$ cat src/rtl/control_fsm_if.sv
`default_nettype none
// ============================================================
// control_fsm_if : decoder/memory/datapath handshake bundle
// Rev 1.0
// ============================================================
interface control_fsm_if #(
  parameter int WIDTH = 32
);
  logic [6:0]       i_opcode;
  logic [2:0]       i_funct3;
  logic             i_imem_ack;
  logic             i_dmem_ack;
  logic             i_branch_taken;

  logic             o_imem_req;
  logic             o_ir_we;
  logic             o_dmem_req;
  logic             o_dmem_we;
  logic             o_alu_src_a;
  logic             o_alu_src_b;
  logic             o_rf_we;
  logic [1:0]       o_wb_sel;
  logic             o_pc_we;
  logic [1:0]       o_pc_sel;
  logic             o_illegal;
  logic [WIDTH-1:0] o_instret;

  modport slave (
    input  i_opcode, i_funct3, i_imem_ack, i_dmem_ack, i_branch_taken,
    output o_imem_req, o_ir_we, o_dmem_req, o_dmem_we, o_alu_src_a,
           o_alu_src_b, o_rf_we, o_wb_sel, o_pc_we, o_pc_sel, o_illegal,
           o_instret
  );

  modport master (
    output i_opcode, i_funct3, i_imem_ack, i_dmem_ack, i_branch_taken,
    input  o_imem_req, o_ir_we, o_dmem_req, o_dmem_we, o_alu_src_a,
           o_alu_src_b, o_rf_we, o_wb_sel, o_pc_we, o_pc_sel, o_illegal,
           o_instret
  );
endinterface
`default_nettype wire

$ cat src/rtl/control_fsm.sv
`default_nettype none
// ============================================================
// control_fsm : multi-cycle RV32I sequencing FSM with retire counter
// Rev 1.0
// ============================================================
module control_fsm #(
  parameter int WIDTH = 32
) (
  input  wire logic    i_clk,
  input  wire logic    i_rst_n,
  control_fsm_if.slave bus
);

  localparam logic [6:0] c_OP_LUI    = 7'b0110111;
  localparam logic [6:0] c_OP_AUIPC  = 7'b0010111;
  localparam logic [6:0] c_OP_JAL    = 7'b1101111;
  localparam logic [6:0] c_OP_JALR   = 7'b1100111;
  localparam logic [6:0] c_OP_BRANCH = 7'b1100011;
  localparam logic [6:0] c_OP_LOAD   = 7'b0000011;
  localparam logic [6:0] c_OP_STORE  = 7'b0100011;
  localparam logic [6:0] c_OP_OPIMM  = 7'b0010011;
  localparam logic [6:0] c_OP_OP     = 7'b0110011;
  localparam logic [6:0] c_OP_FENCE  = 7'b0001111;
  localparam logic [6:0] c_OP_SYSTEM = 7'b1110011;

  typedef enum logic [2:0] {
    S_IDLE    = 3'd0,
    S_FETCH   = 3'd1,
    S_DECODE  = 3'd2,
    S_EXECUTE = 3'd3,
    S_MEM     = 3'd4,
    S_WB      = 3'd5,
    S_TRAP    = 3'd6
  } state_t;

  state_t           state_q, state_d;
  logic [6:0]       opcode_q, opcode_d;
  logic [2:0]       funct3_q, funct3_d;
  logic             w_legal;

  logic             imem_req_q;
  logic             dmem_req_q;
  logic             dmem_we_q;
  logic             alu_src_a_q;
  logic             alu_src_b_q;
  logic             rf_we_q;
  logic [1:0]       wb_sel_q;
  logic             pc_we_q;
  logic [1:0]       pc_sel_q;
  logic             wb_branch_q;
  logic             illegal_q;
  logic [WIDTH-1:0] instret_q;

  // The instruction fields are captured only while decoding; every later
  // state works from the captured copy.
  always_comb begin
    opcode_d = opcode_q;
    funct3_d = funct3_q;
    if (state_q == S_DECODE) begin
      opcode_d = bus.i_opcode;
      funct3_d = bus.i_funct3;
    end
  end

  always_comb begin
    w_legal = 1'b0;
    case (opcode_d)
      c_OP_LUI, c_OP_AUIPC, c_OP_JAL, c_OP_JALR, c_OP_OPIMM,
      c_OP_OP, c_OP_FENCE, c_OP_SYSTEM:
        w_legal = 1'b1;
      c_OP_LOAD:   w_legal = !((funct3_d == 3'd3) || (funct3_d >= 3'd6));
      c_OP_STORE:  w_legal = (funct3_d <= 3'd2);
      c_OP_BRANCH: w_legal = !((funct3_d == 3'd2) || (funct3_d == 3'd3));
      default:     w_legal = 1'b0;
    endcase
  end

  always_comb begin
    state_d = state_q;
    case (state_q)
      S_IDLE:    state_d = S_FETCH;
      S_FETCH:   if (bus.i_imem_ack) state_d = S_DECODE;
      S_DECODE:  state_d = w_legal ? S_EXECUTE : S_TRAP;
      S_EXECUTE: state_d = ((opcode_q == c_OP_LOAD) || (opcode_q == c_OP_STORE))
                           ? S_MEM : S_WB;
      S_MEM:     if (bus.i_dmem_ack) state_d = S_WB;
      S_WB:      state_d = S_FETCH;
      S_TRAP:    state_d = S_TRAP;
      default:   state_d = S_IDLE;
    endcase
  end

  // Outputs are decoded from the next state so that, once registered, they
  // line up exactly with the state they belong to.
  always_ff @(posedge i_clk or negedge i_rst_n) begin
    if (!i_rst_n) begin
      state_q     <= S_IDLE;
      opcode_q    <= 7'd0;
      funct3_q    <= 3'd0;
      imem_req_q  <= 1'b0;
      dmem_req_q  <= 1'b0;
      dmem_we_q   <= 1'b0;
      alu_src_a_q <= 1'b0;
      alu_src_b_q <= 1'b0;
      rf_we_q     <= 1'b0;
      wb_sel_q    <= 2'd0;
      pc_we_q     <= 1'b0;
      pc_sel_q    <= 2'd0;
      wb_branch_q <= 1'b0;
      illegal_q   <= 1'b0;
      instret_q   <= '0;
    end else begin
      state_q     <= state_d;
      opcode_q    <= opcode_d;
      funct3_q    <= funct3_d;
      imem_req_q  <= (state_d == S_FETCH);
      dmem_req_q  <= (state_d == S_MEM);
      dmem_we_q   <= (state_d == S_MEM) && (opcode_d == c_OP_STORE);
      alu_src_a_q <= (state_d == S_EXECUTE) &&
                     (opcode_d inside {c_OP_AUIPC, c_OP_JAL, c_OP_BRANCH});
      alu_src_b_q <= (state_d == S_EXECUTE) && (opcode_d != c_OP_OP);
      rf_we_q     <= (state_d == S_WB) &&
                     !(opcode_d inside {c_OP_BRANCH, c_OP_STORE, c_OP_FENCE, c_OP_SYSTEM});
      if (state_d != S_WB)
        wb_sel_q <= 2'd0;
      else if ((opcode_d == c_OP_JAL) || (opcode_d == c_OP_JALR))
        wb_sel_q <= 2'd2;
      else if (opcode_d == c_OP_LOAD)
        wb_sel_q <= 2'd1;
      else
        wb_sel_q <= 2'd0;
      pc_we_q     <= (state_d == S_WB);
      if ((state_d == S_WB) && (opcode_d == c_OP_JAL))
        pc_sel_q <= 2'd1;
      else if ((state_d == S_WB) && (opcode_d == c_OP_JALR))
        pc_sel_q <= 2'd2;
      else
        pc_sel_q <= 2'd0;
      wb_branch_q <= (state_d == S_WB) && (opcode_d == c_OP_BRANCH);
      illegal_q   <= (state_d == S_TRAP);
      if (state_q == S_WB)
        instret_q <= instret_q + WIDTH'(1);
    end
  end

  assign bus.o_imem_req  = imem_req_q;
  assign bus.o_ir_we     = imem_req_q & bus.i_imem_ack;
  assign bus.o_dmem_req  = dmem_req_q;
  assign bus.o_dmem_we   = dmem_we_q;
  assign bus.o_alu_src_a = alu_src_a_q;
  assign bus.o_alu_src_b = alu_src_b_q;
  assign bus.o_rf_we     = rf_we_q;
  assign bus.o_wb_sel    = wb_sel_q;
  assign bus.o_pc_we     = pc_we_q;
  // Branch outcome arrives from the ALU during write-back itself.
  assign bus.o_pc_sel    = (wb_branch_q && bus.i_branch_taken) ? 2'd1 : pc_sel_q;
  assign bus.o_illegal   = illegal_q;
  assign bus.o_instret   = instret_q;

endmodule
`default_nettype wire

$ cat src/flat_wrapper.sv
// flat-port wrapper written by rule: the top's interface ports become plain ports
module control_fsm_flat 
#(
  parameter int WIDTH = 32
)
  (i_clk, i_rst_n, bus_i_opcode, bus_i_funct3, bus_i_imem_ack, bus_i_dmem_ack, bus_i_branch_taken, bus_o_imem_req, bus_o_ir_we, bus_o_dmem_req, bus_o_dmem_we, bus_o_alu_src_a, bus_o_alu_src_b, bus_o_rf_we, bus_o_wb_sel, bus_o_pc_we, bus_o_pc_sel, bus_o_illegal, bus_o_instret);
  control_fsm_if #(.WIDTH(WIDTH)) bus_i ();
  input  wire logic i_clk;
  input  wire logic i_rst_n;
  input wire logic [$bits(bus_i.i_opcode)-1:0] bus_i_opcode;
  input wire logic [$bits(bus_i.i_funct3)-1:0] bus_i_funct3;
  input wire logic [$bits(bus_i.i_imem_ack)-1:0] bus_i_imem_ack;
  input wire logic [$bits(bus_i.i_dmem_ack)-1:0] bus_i_dmem_ack;
  input wire logic [$bits(bus_i.i_branch_taken)-1:0] bus_i_branch_taken;
  output wire logic [$bits(bus_i.o_imem_req)-1:0] bus_o_imem_req;
  output wire logic [$bits(bus_i.o_ir_we)-1:0] bus_o_ir_we;
  output wire logic [$bits(bus_i.o_dmem_req)-1:0] bus_o_dmem_req;
  output wire logic [$bits(bus_i.o_dmem_we)-1:0] bus_o_dmem_we;
  output wire logic [$bits(bus_i.o_alu_src_a)-1:0] bus_o_alu_src_a;
  output wire logic [$bits(bus_i.o_alu_src_b)-1:0] bus_o_alu_src_b;
  output wire logic [$bits(bus_i.o_rf_we)-1:0] bus_o_rf_we;
  output wire logic [$bits(bus_i.o_wb_sel)-1:0] bus_o_wb_sel;
  output wire logic [$bits(bus_i.o_pc_we)-1:0] bus_o_pc_we;
  output wire logic [$bits(bus_i.o_pc_sel)-1:0] bus_o_pc_sel;
  output wire logic [$bits(bus_i.o_illegal)-1:0] bus_o_illegal;
  output wire logic [$bits(bus_i.o_instret)-1:0] bus_o_instret;
  assign bus_i.i_opcode = bus_i_opcode;
  assign bus_i.i_funct3 = bus_i_funct3;
  assign bus_i.i_imem_ack = bus_i_imem_ack;
  assign bus_i.i_dmem_ack = bus_i_dmem_ack;
  assign bus_i.i_branch_taken = bus_i_branch_taken;
  assign bus_o_imem_req = bus_i.o_imem_req;
  assign bus_o_ir_we = bus_i.o_ir_we;
  assign bus_o_dmem_req = bus_i.o_dmem_req;
  assign bus_o_dmem_we = bus_i.o_dmem_we;
  assign bus_o_alu_src_a = bus_i.o_alu_src_a;
  assign bus_o_alu_src_b = bus_i.o_alu_src_b;
  assign bus_o_rf_we = bus_i.o_rf_we;
  assign bus_o_wb_sel = bus_i.o_wb_sel;
  assign bus_o_pc_we = bus_i.o_pc_we;
  assign bus_o_pc_sel = bus_i.o_pc_sel;
  assign bus_o_illegal = bus_i.o_illegal;
  assign bus_o_instret = bus_i.o_instret;
  control_fsm #(.WIDTH(WIDTH)) u_core (.i_clk(i_clk), .i_rst_n(i_rst_n), .bus(bus_i));
endmodule
$ cat config.mk
export PLATFORM = sky130hd
export DESIGN_NAME = control_fsm_flat
export DESIGN_NICKNAME = d
export VERILOG_FILES = /design/src/rtl/control_fsm_if.sv /design/src/rtl/control_fsm.sv /design/src/flat_wrapper.sv
export SDC_FILE = /design/constraint.sdc
export NUM_CORES = 1
export LEC_CHECK = 0
export ABC_AREA = 1
export CAP_MARGIN = 30
export CORE_MARGIN = 2
export CORE_UTILIZATION = 50
export CTS_BUF_LIST = sky130_fd_sc_hd__clkbuf_16
export CTS_CLUSTER_DIAMETER = 40
export DETAILED_ROUTE_END_ITERATION = 10
export PLACE_DENSITY = 0.88
export SYNTH_ARGS = -nofsm -noshare
export SYNTH_HDL_FRONTEND = slang
export SYNTH_SLANG_ARGS = --single-unit
$ cat constraint.sdc
create_clock -name i_clk -period 2 [get_ports i_clk]
set_input_delay 0.4 -clock i_clk [delete_from_list [all_inputs] [get_ports i_clk]]
set_output_delay 0.4 -clock i_clk [all_outputs]
set_load 0.05 [all_outputs]
# == Word level (Yosys, flattened, before mapping) ==
# Cells that the tools add are included.
# word_totals
inputBits,15
out_inout_bits,45
elab_cells,81
regBits,58
# classes
muxes,14
n_lt_le_gt_ge,2
n_eq_ne,28
add_sub_neg,1
n_reduce_logical,20
bitwise_logic,1
# op_table
op,n
$add A32 B1 Y32 const B,1
$eq A7 B6 Y1 const B,4
$eq A7 B7 Y1 const B,4
$eq A3 B3 Y1 const B,6
$pmux W3 S6,1
$eq A3 B2 Y1 const B,5
$eq A7 B2 Y1 const B,2
$eq A7 B5 Y1 const B,2
$mux W3,4
$mux W2,5
$logic_and A1 B1 Y1,8
$reduce_or A8 Y1,1
$eq A7 B4 Y1 const B,1
$mux W7,1
$ne A7 B6 Y1 const B,1
$eq A3 B1 Y1 const B,2
$logic_or A1 B1 Y1,4
$pmux W1 S4,1
$reduce_bool A4 Y1,1
$ge A3 B3 Y1 const B,1
$le A3 B2 Y1 const B,1
$logic_not A1 Y1,3
$logic_not A3 Y1,1
$ne A3 B3 Y1 const B,1
4 further kinds,5

# == Depth between registers and ports, before layout ==
# Gate-level depths: netlist (run 1).
# logic_depth
word_depth,12
mapped_depth,16
ltp_nobuf,15

# == Least setup slack after synthesis (run 1) ==
# Ideal clock, no wire load.
# synth_path
path_kind,register to register
start,reg u_core.instret_q[0] (netlist: u_core.bus.o_instret[0])
end,reg u_core.instret_q[26] (netlist: u_core.bus.o_instret[26])
stages_incl_launch_ff,9
synth_period_minus_slack_ns,1.953
setup_ns,0.082
required_ns,1.918
n_path_buf,0
arrival_ns,1.871
slack_ns,0.047
path_cell_list,dfrtp_1 > ha_1 > nand4_1 > nor2_1 > nand2_1 > nor2_2 > nand3_1 > nor3_2 > xor2_1
# synth_between
elab_chain_cells,1
# synth_rtl
element,line_no,source
"start, declared",control_fsm.sv:52,logic [WIDTH-1:0] instret_q;
"start signal, assigned",control_fsm.sv:142,instret_q <= instret_q + WIDTH'(1);
$add A32 B1 Y32,control_fsm.sv:142,
# No other way between the ends.
# A chain may end at the register's enable or synchronous reset.

# == Worst setup path in the final report (run 1) ==
# layout_path
start,reg u_core.instret_q[14] (netlist: u_core.bus.o_instret[14])
end,out bus_o_instret[14]
# layout_rtl
element,line_no,source
"end, declared",flat_wrapper.sv:26,output wire logic [$bits(bus_i.o_instret)-1:0] bus_o_instret;
# No word-level cell between the ends.

==> results of run 1 <==
[layer usage]
| metal | routed length (um) | share of wire, % |
|---|---|---|
| met1 | 2640 | 41 |
| met2 | 3220 | 50 |
| met3 | 365 | 5.7 |
| met4 | 194 | 3.0 |
| met5 | 0 | 0 |
[layout by cell type, fill, tap and decap left out, types with 2 or more instances in the layout]
| master | n |
|---|---|
| nand2_1 | 81 |
| dfrtp_1 | 56 |
| inv_1 | 37 |
| clkdlybuf4s50_1 | 37 |
| nor2_1 | 35 |
| xor2_1 | 20 |
| nand3_1 | 19 |
| buf_4 | 17 |
| nand2_2 | 13 |
| nor3_1 | 12 |
| xnor2_1 | 11 |
| clkbuf_16 | 9 |
| nor2_2 | 8 |
| dlymetal6s2s_1 | 8 |
| nand4_1 | 7 |
| inv_2 | 6 |
| nor2_4 | 4 |
| buf_12 | 4 |
| nand3b_1 | 3 |
| nor3_2 | 3 |
| a21oi_1 | 2 |
| clkinv_1 | 2 |
| dfrtp_2 | 2 |
[stage by stage]
step	setup TNS, ns	hold slack (ns)
2_1_floorplan	0	0.104
3_3_place_gp	0	0.420
3_5_place_dp	-0.0182	0.425
4_1_cts	0	0.0864
5_1_grt	-0.151	0.0976
6_report	0	0.0712
[final cells by class]
class                           instances  area, um^2  area share, %
Tap cell                               72        90.1           2.32
Clock inverter                          4        15.0          0.387
Sequential cell                        58        1450           37.5
Clock buffer                            9         225           5.80
Inverter                               42         160           4.13
Multi-Input combinational cell        229        1240           32.1
Timing Repair Buffer                   68         692           17.8
[logic make-up (layout without fill, tap and decap cells)]
group,Yosys count,after routing,synth area share [%]
compound gates,7,7,1.78
xor+xnor,31,31,9.63
fa+ha+maj,1,1,0.444
buf+inv,44,123,6.39
flops,58,58,51.5
simple gates,190,190,30.3
[timing repair]
| action | CTS | global route |
|---|---|---|
| cloned | 0 | 0 |
| endpoints found under the setup margin | 1 | 20 |
| pin swaps | 0 | 3 |
| buffers inserted | 0 | 2 |
| resized for setup | 1 | 28 |
[sequential cells by signal, summed over array words and instances, names as in the netlist]
name,cells
u_core.funct3_q,3
u_core.bus.o_alu_src_b,1
u_core.bus.o_instret,32
u_core.wb_branch_q,1
u_core.bus.o_imem_req,1
u_core.bus.o_rf_we,1
u_core.bus.o_dmem_req,1
u_core.state_q,3
u_core.opcode_q,7
u_core.pc_sel_q,2
u_core.bus.o_pc_we,1
u_core.bus.o_illegal,1
u_core.bus.o_dmem_we,1
u_core.bus.o_wb_sel,2
u_core.bus.o_alu_src_a,1
[where the power goes]
group	internal [W]	switching (W)	total [W]	leakage (nW)
Combinational	0.0000282	0.0000289	0.0000571	1.19
Clock	0.000792	0.000459	0.00125	0.125
Sequential	0.00118	0	0.00118	0.767
Total	0.00200	0.000488	0.00249	2.08
[path summary, 6_finish.rpt]
kind | endpoint | slack [ns]
min in group i_clk | u_core.bus.o_instret[31] | 0.47
setup reg to reg | u_core.bus.o_dmem_we | 0.10
hold / removal | u_core.bus.o_instret[2] | 0.07
max in group asynchronous | u_core.state_q[0] | 1.66
setup / recovery | bus_o_instret[14] | 0.03
hold reg to reg | u_core.bus.o_instret[31] | 0.47
==> results.py, run 1 <==
metrics = {
    "cts": {
        "clock_sinks": 58,
        "max-clock-path-buffers": 2,
        "cts_hold_buf": 0,
        "clk_pin_slew_ns": 0.05,
        "cts-buffers-inserted": 9,
        "worst_skew_pair.late_latency_ns": 0.32,
        "cts_tree": "done",
        "root_buffer": "clkbuf_16",
        "htree_levels": 3,
    },
    "pwr": {
        "total_power_w": 0.00249,
        "ir_worst_vdd_mv": 0.448,
        "leakagePower_nw": 2.08,
        "powerDensity_nw_per_um2": 640,
    },
    "cells_and_area": {
        "drive_above_1_share_pct": 17.6,
        "layout.nets": 424,
        "final_cells": 482,
        "antennaDiodeCount": 0,
        "finish.utilization_pct": 70.9,
        "stdcell_area_um2": 3880,
        "synthToLayoutAreaGrowth_pct": 37.6,
        "fillers": 409,
    },
    "timing": {
        "final-setup-viol-count": 0,
        "slew_viol_final": 0,
        "slew_headroom_pct": 57.8,
        "finClkSkew_ns": 0.00850,
        "worst_pin_slew_ns": 0.632,
        "max_freq_ghz": 0.507,
        "finalCriticalPeriod_ns": 1.97,
        "hold_violations": 0,
        "setup_slack_ns": 0.0260,
        "timing.final.crit_share_pct": 98.7,
    },
    "setup_path": {
        "rr_worst_depth": 14,
        "crit_start": "u_core.bus.o_instret[14]",
        "crit_family": "buffers and inverters",
        "critPathMaxFanout": 4,
        "cp-end-kind": "primary output",
        "crit_slowest_cell": "clkdlybuf4s50_1",
        "critPathMaxStageDelay_ns": 0.84,
        "path_depth": 1,
        "startpoint_type": "register",
        "cp.required_ns": 1.60,
        "criticalPathCategory": "reg2out",
        "worstPathCellList": "clkdlybuf4s50_1",
        "crit_buf_inv": 1,
        "arrival_ns": 1.57,
        "regToRegStartpoint": "u_core.state_q[0]",
    },
    "logic_synthesis": {
        "syn_area_um2": 2820,
        "yosysWarnings": 0,
        "yosysTopAreaCellShare_pct": 51.5,
        "post_synth_num_cell_types": 27,
        "ys_top_cells_by_area": "dfrtp_1, nand2_1, xor2_1",
        "yosysSeqAreaShare_pct": 51.5,
        "synth-seq-cells": 58,
        "synth_edf_count": 0,
        "synth_ff_type": "dfrtp_1",
        "synthTopCellsByCount": "nand2_1, dfrtp_1, nor2_1",
        "async_reset_ff_share_pct": 100,
        "synth_nets": 347,
        "synth_top_area_cell": "dfrtp_1",
        "post-synth-top-count-cell": "nand2_1",
        "syn_area_per_cell_um2": 8.52,
        "synth_cells": 331,
    },
    "floorplanning": {
        "die-area_um2": 6260,
        "initial_core_util_pct": 51.5,
        "top_level_ports": 60,
        "die_h_um": 79.1,
        "core_um2": 5470,
        "chipWidth_um": 79.1,
        "rows": 27,
    },
    "drt": {
        "vias_per_cell": 5.11,
        "drc": 0,
        "dr.pass1.iters": 5,
        "wl_um": 6420,
        "vias": 2462,
        "ant_nets": 0,
        "wl_per_cell_um": 13.3,
        "drt_iter0_markers": 143,
    },
    "placement": {
        "io_buffer_count": 59,
        "pre_cts_ws_ns": -0.0123,
        "placed_area_um2": 3550,
        "dp_cells": 467,
        "place_hpwl_um": 4460,
        "globalplace.congestion": 0.948,
    },
    "global_routing": {
        "met3_usage_pct": 5.68,
        "use_met2_pct": 36.5,
        "grt_pass1_vias": 2371,
        "busiest_layer": "met2",
        "grt.total_usage_pct": 22.3,
        "overflow": 0,
        "grt_pass1_wl_um": 10700,
        "grt_max_degree": 59,
        "antenna_found_initial": 0,
        "grt_use_met1_pct": 27.3,
    },
    "outcome": {
        "outcome": "complete, no violations",
    },
    "worst_hold_path": {
        "hp-class": "in2async",
    },
    "job": {
        "max_cap_violations": 0,
    },
}
Power figures use the tool's default switching activity.
==> run 2: changes to the inputs <==
--- a/config.mk
+++ b/config.mk
@@ -12,7 +12,7 @@
 export CTS_BUF_LIST = sky130_fd_sc_hd__clkbuf_16
 export CTS_CLUSTER_DIAMETER = 40
 export DETAILED_ROUTE_END_ITERATION = 10
-export PLACE_DENSITY = 0.88
+export PLACE_DENSITY_LB_ADDON = 0.25
 export SYNTH_ARGS = -nofsm -noshare
 export SYNTH_HDL_FRONTEND = slang
 export SYNTH_SLANG_ARGS = --single-unit
==> run 2 against run 1 <==
Compared with the run above:
- critical path depth unchanged
- sequential share of layout area down 1.5 points
- worst hold slack worse by 0.025 ns
- combinational power up 0.7%
- non-clock buffer count up 10
- flip-flop and latch count unchanged
- power up 13%
- global-route usage down 0.64 points
- routed wire length up 1.7%
- clock skew down 0.0021 ns
- sequential power about the same
- setup slack better by 0.0076 ns
- highest routed layer unchanged
==> results.py, run 2 (same netlist as run 1, synthesis figures left out) <==
metrics = {
    "cells_and_area": {
        "largest_reg_flops": 32,
        "final_cells": 495,
        "layout_common_cells": "nand2_1, dfrtp_1, clkdlybuf4s50_1, inv_1, nor2_1",
        "layout.nets": 434,
        "synthToLayoutAreaGrowth_pct": 43.7,
        "seq_area_um2": 1460,
        "antennaDiodeCount": 0,
        "fillers": 386,
        "drive_above_1_share_pct": 22.0,
        "stdcell_area_um2": 4050,
        "final_common_cell": "nand2_1",
        "multi_input_area_um2": 1270,
    },
    "drt": {
        "wl_um": 6530,
        "ant_nets": 0,
        "drc": 0,
        "vias_per_cell": 5.03,
        "vias": 2492,
        "drt_iter0_markers": 111,
        "wl_per_cell_um": 13.2,
        "dr.pass1.iters": 4,
    },
    "timing": {
        "slew_headroom_pct": 63.2,
        "rsz0062_at_grt": "yes",
        "final-setup-viol-count": 0,
        "slew_viol_final": 0,
        "worst_pin_slew_ns": 0.551,
        "timing.final.crit_share_pct": 98.3,
        "hold_ws_ns": 0.0462,
        "setup_slack_ns": 0.0335,
        "hold_violations": 0,
        "max_freq_ghz": 0.509,
        "finalCriticalPeriod_ns": 1.97,
        "finClkSkew_ns": 0.00644,
    },
    "placement": {
        "io_buffer_count": 59,
        "place_hpwl_um": 4480,
        "pre_cts_ws_ns": 0.00277,
        "globalplace.congestion": 0.920,
        "placed_area_um2": 3560,
        "dp_cells": 468,
    },
    "cts": {
        "cts-buffers-inserted": 9,
        "worst_skew_pair.late_latency_ns": 0.32,
        "htree_levels": 3,
        "clk_pin_slew_ns": 0.05,
        "root_buffer": "clkbuf_16",
        "clock_sinks": 58,
        "max-clock-path-buffers": 2,
        "cts_tree": "done",
        "cts_hold_buf": 0,
    },
    "setup_path": {
        "cp.required_ns": 1.60,
        "startpoint_type": "register",
        "critPathMaxFanout": 4,
        "criticalPathCategory": "reg2out",
        "crit_slowest_cell": "clkdlybuf4s50_1",
        "arrival_ns": 1.57,
        "crit_buf_inv": 1,
        "critPathMaxStageDelay_ns": 0.83,
        "rrSetupSlack_ns": 0.05,
        "cp-end-kind": "primary output",
        "worstPathCellList": "clkdlybuf4s50_1",
        "crit_family": "buffers and inverters",
    },
    "pwr": {
        "powerDensity_nw_per_um2": 695,
        "ir_worst_vdd_mv": 0.435,
        "leakagePower_nw": 2.12,
    },
    "global_routing": {
        "antenna_found_initial": 0,
        "overflow": 0,
        "grt_max_degree": 39,
        "grt_pass1_vias": 2387,
        "grt_pass1_wl_um": 10400,
        "grt.total_usage_pct": 21.6,
    },
    "floorplanning": {
        "rows": 27,
        "initial_core_util_pct": 51.5,
        "chipWidth_um": 79.1,
        "die-area_um2": 6260,
        "die_h_um": 79.1,
        "top_level_ports": 60,
        "core_um2": 5470,
    },
    "job": {
        "max_cap_violations": 0,
    },
    "outcome": {
        "outcome": "complete, no violations",
    },
    "worst_hold_path": {
        "hp-class": "in2async",
    },
}
-- run 2: routing by layer --
layer  up-vias  global-route usage (%)  wire length [um]
met1      1174                    26.4              2660
met4         0                    13.1               218
met5         -                       0                 0
met3        20                    4.20               344
met2        88                    35.6              3300
li1       1210                       -                 -
-- run 2: worst register-to-register path, delay by kind of cell (launching register included) --
kind / cells / cell delay [ns]
and+or+nand+nor: 5 / 0.76
xor gates and xnor gates: 1 / 0.13
buffers and inverters: 5 / 0.55
DFF: 1 / 0.39
-- run 2: repair_timing --
item,CTS,global route
setup endpoints to repair,4,18
pin swaps,0,13
buffers inserted,0,11
resized for setup,4,31
-- run 2: where the power goes --
| part | internal, W | switching [W] | total [W] |
|---|---|---|---|
| Combinational | 0.0000281 | 0.0000293 | 0.0000575 |
| Clock | 0.00107 | 0.000509 | 0.00158 |
| Sequential | 0.00118 | 0 | 0.00118 |
-- run 2: final timing paths --
path / endpoint / startpoint / cells past startpoint
setup / recovery: bus_o_instret[26] / u_core.bus.o_instret[26] / 1
hold / removal: u_core.bus.o_instret[5] / i_rst_n / 1
setup reg to reg: u_core.bus.o_instret[20] / u_core.state_q[0] / 11
hold reg to reg: u_core.bus.o_instret[30] / u_core.bus.o_instret[30] / 1
max in group asynchronous: u_core.state_q[0] / i_rst_n / 2
min in group i_clk: u_core.bus.o_instret[30] / u_core.bus.o_instret[30] / 1
-- run 2: layout make-up --
| cell class | instances | area share (%) |
|---|---|---|
| clock inverters | 7 | 2.07 |
| inverters | 42 | 3.95 |
| clock buffers | 9 | 5.56 |
| repair buffers | 78 | 19.0 |
| multi-input cells | 229 | 31.3 |
| flip-flops and latches | 58 | 35.9 |
| well taps | 72 | 2.22 |
-- run 2: per-stage QoR --
| stage | total power (W) | setup TNS (ns) | util, % |
|---|---|---|---|
| after floorplan | 0.00120 | 0 | - |
| after global placement | 0.00125 | 0 | 65.1 |
| after detailed placement | 0.00125 | 0 | 65.1 |
| after CTS | 0.00283 | 0 | 70.8 |
| after global routing | 0.00290 | -0.405 | 74.0 |
| final | 0.00282 | 0 | 74.0 |
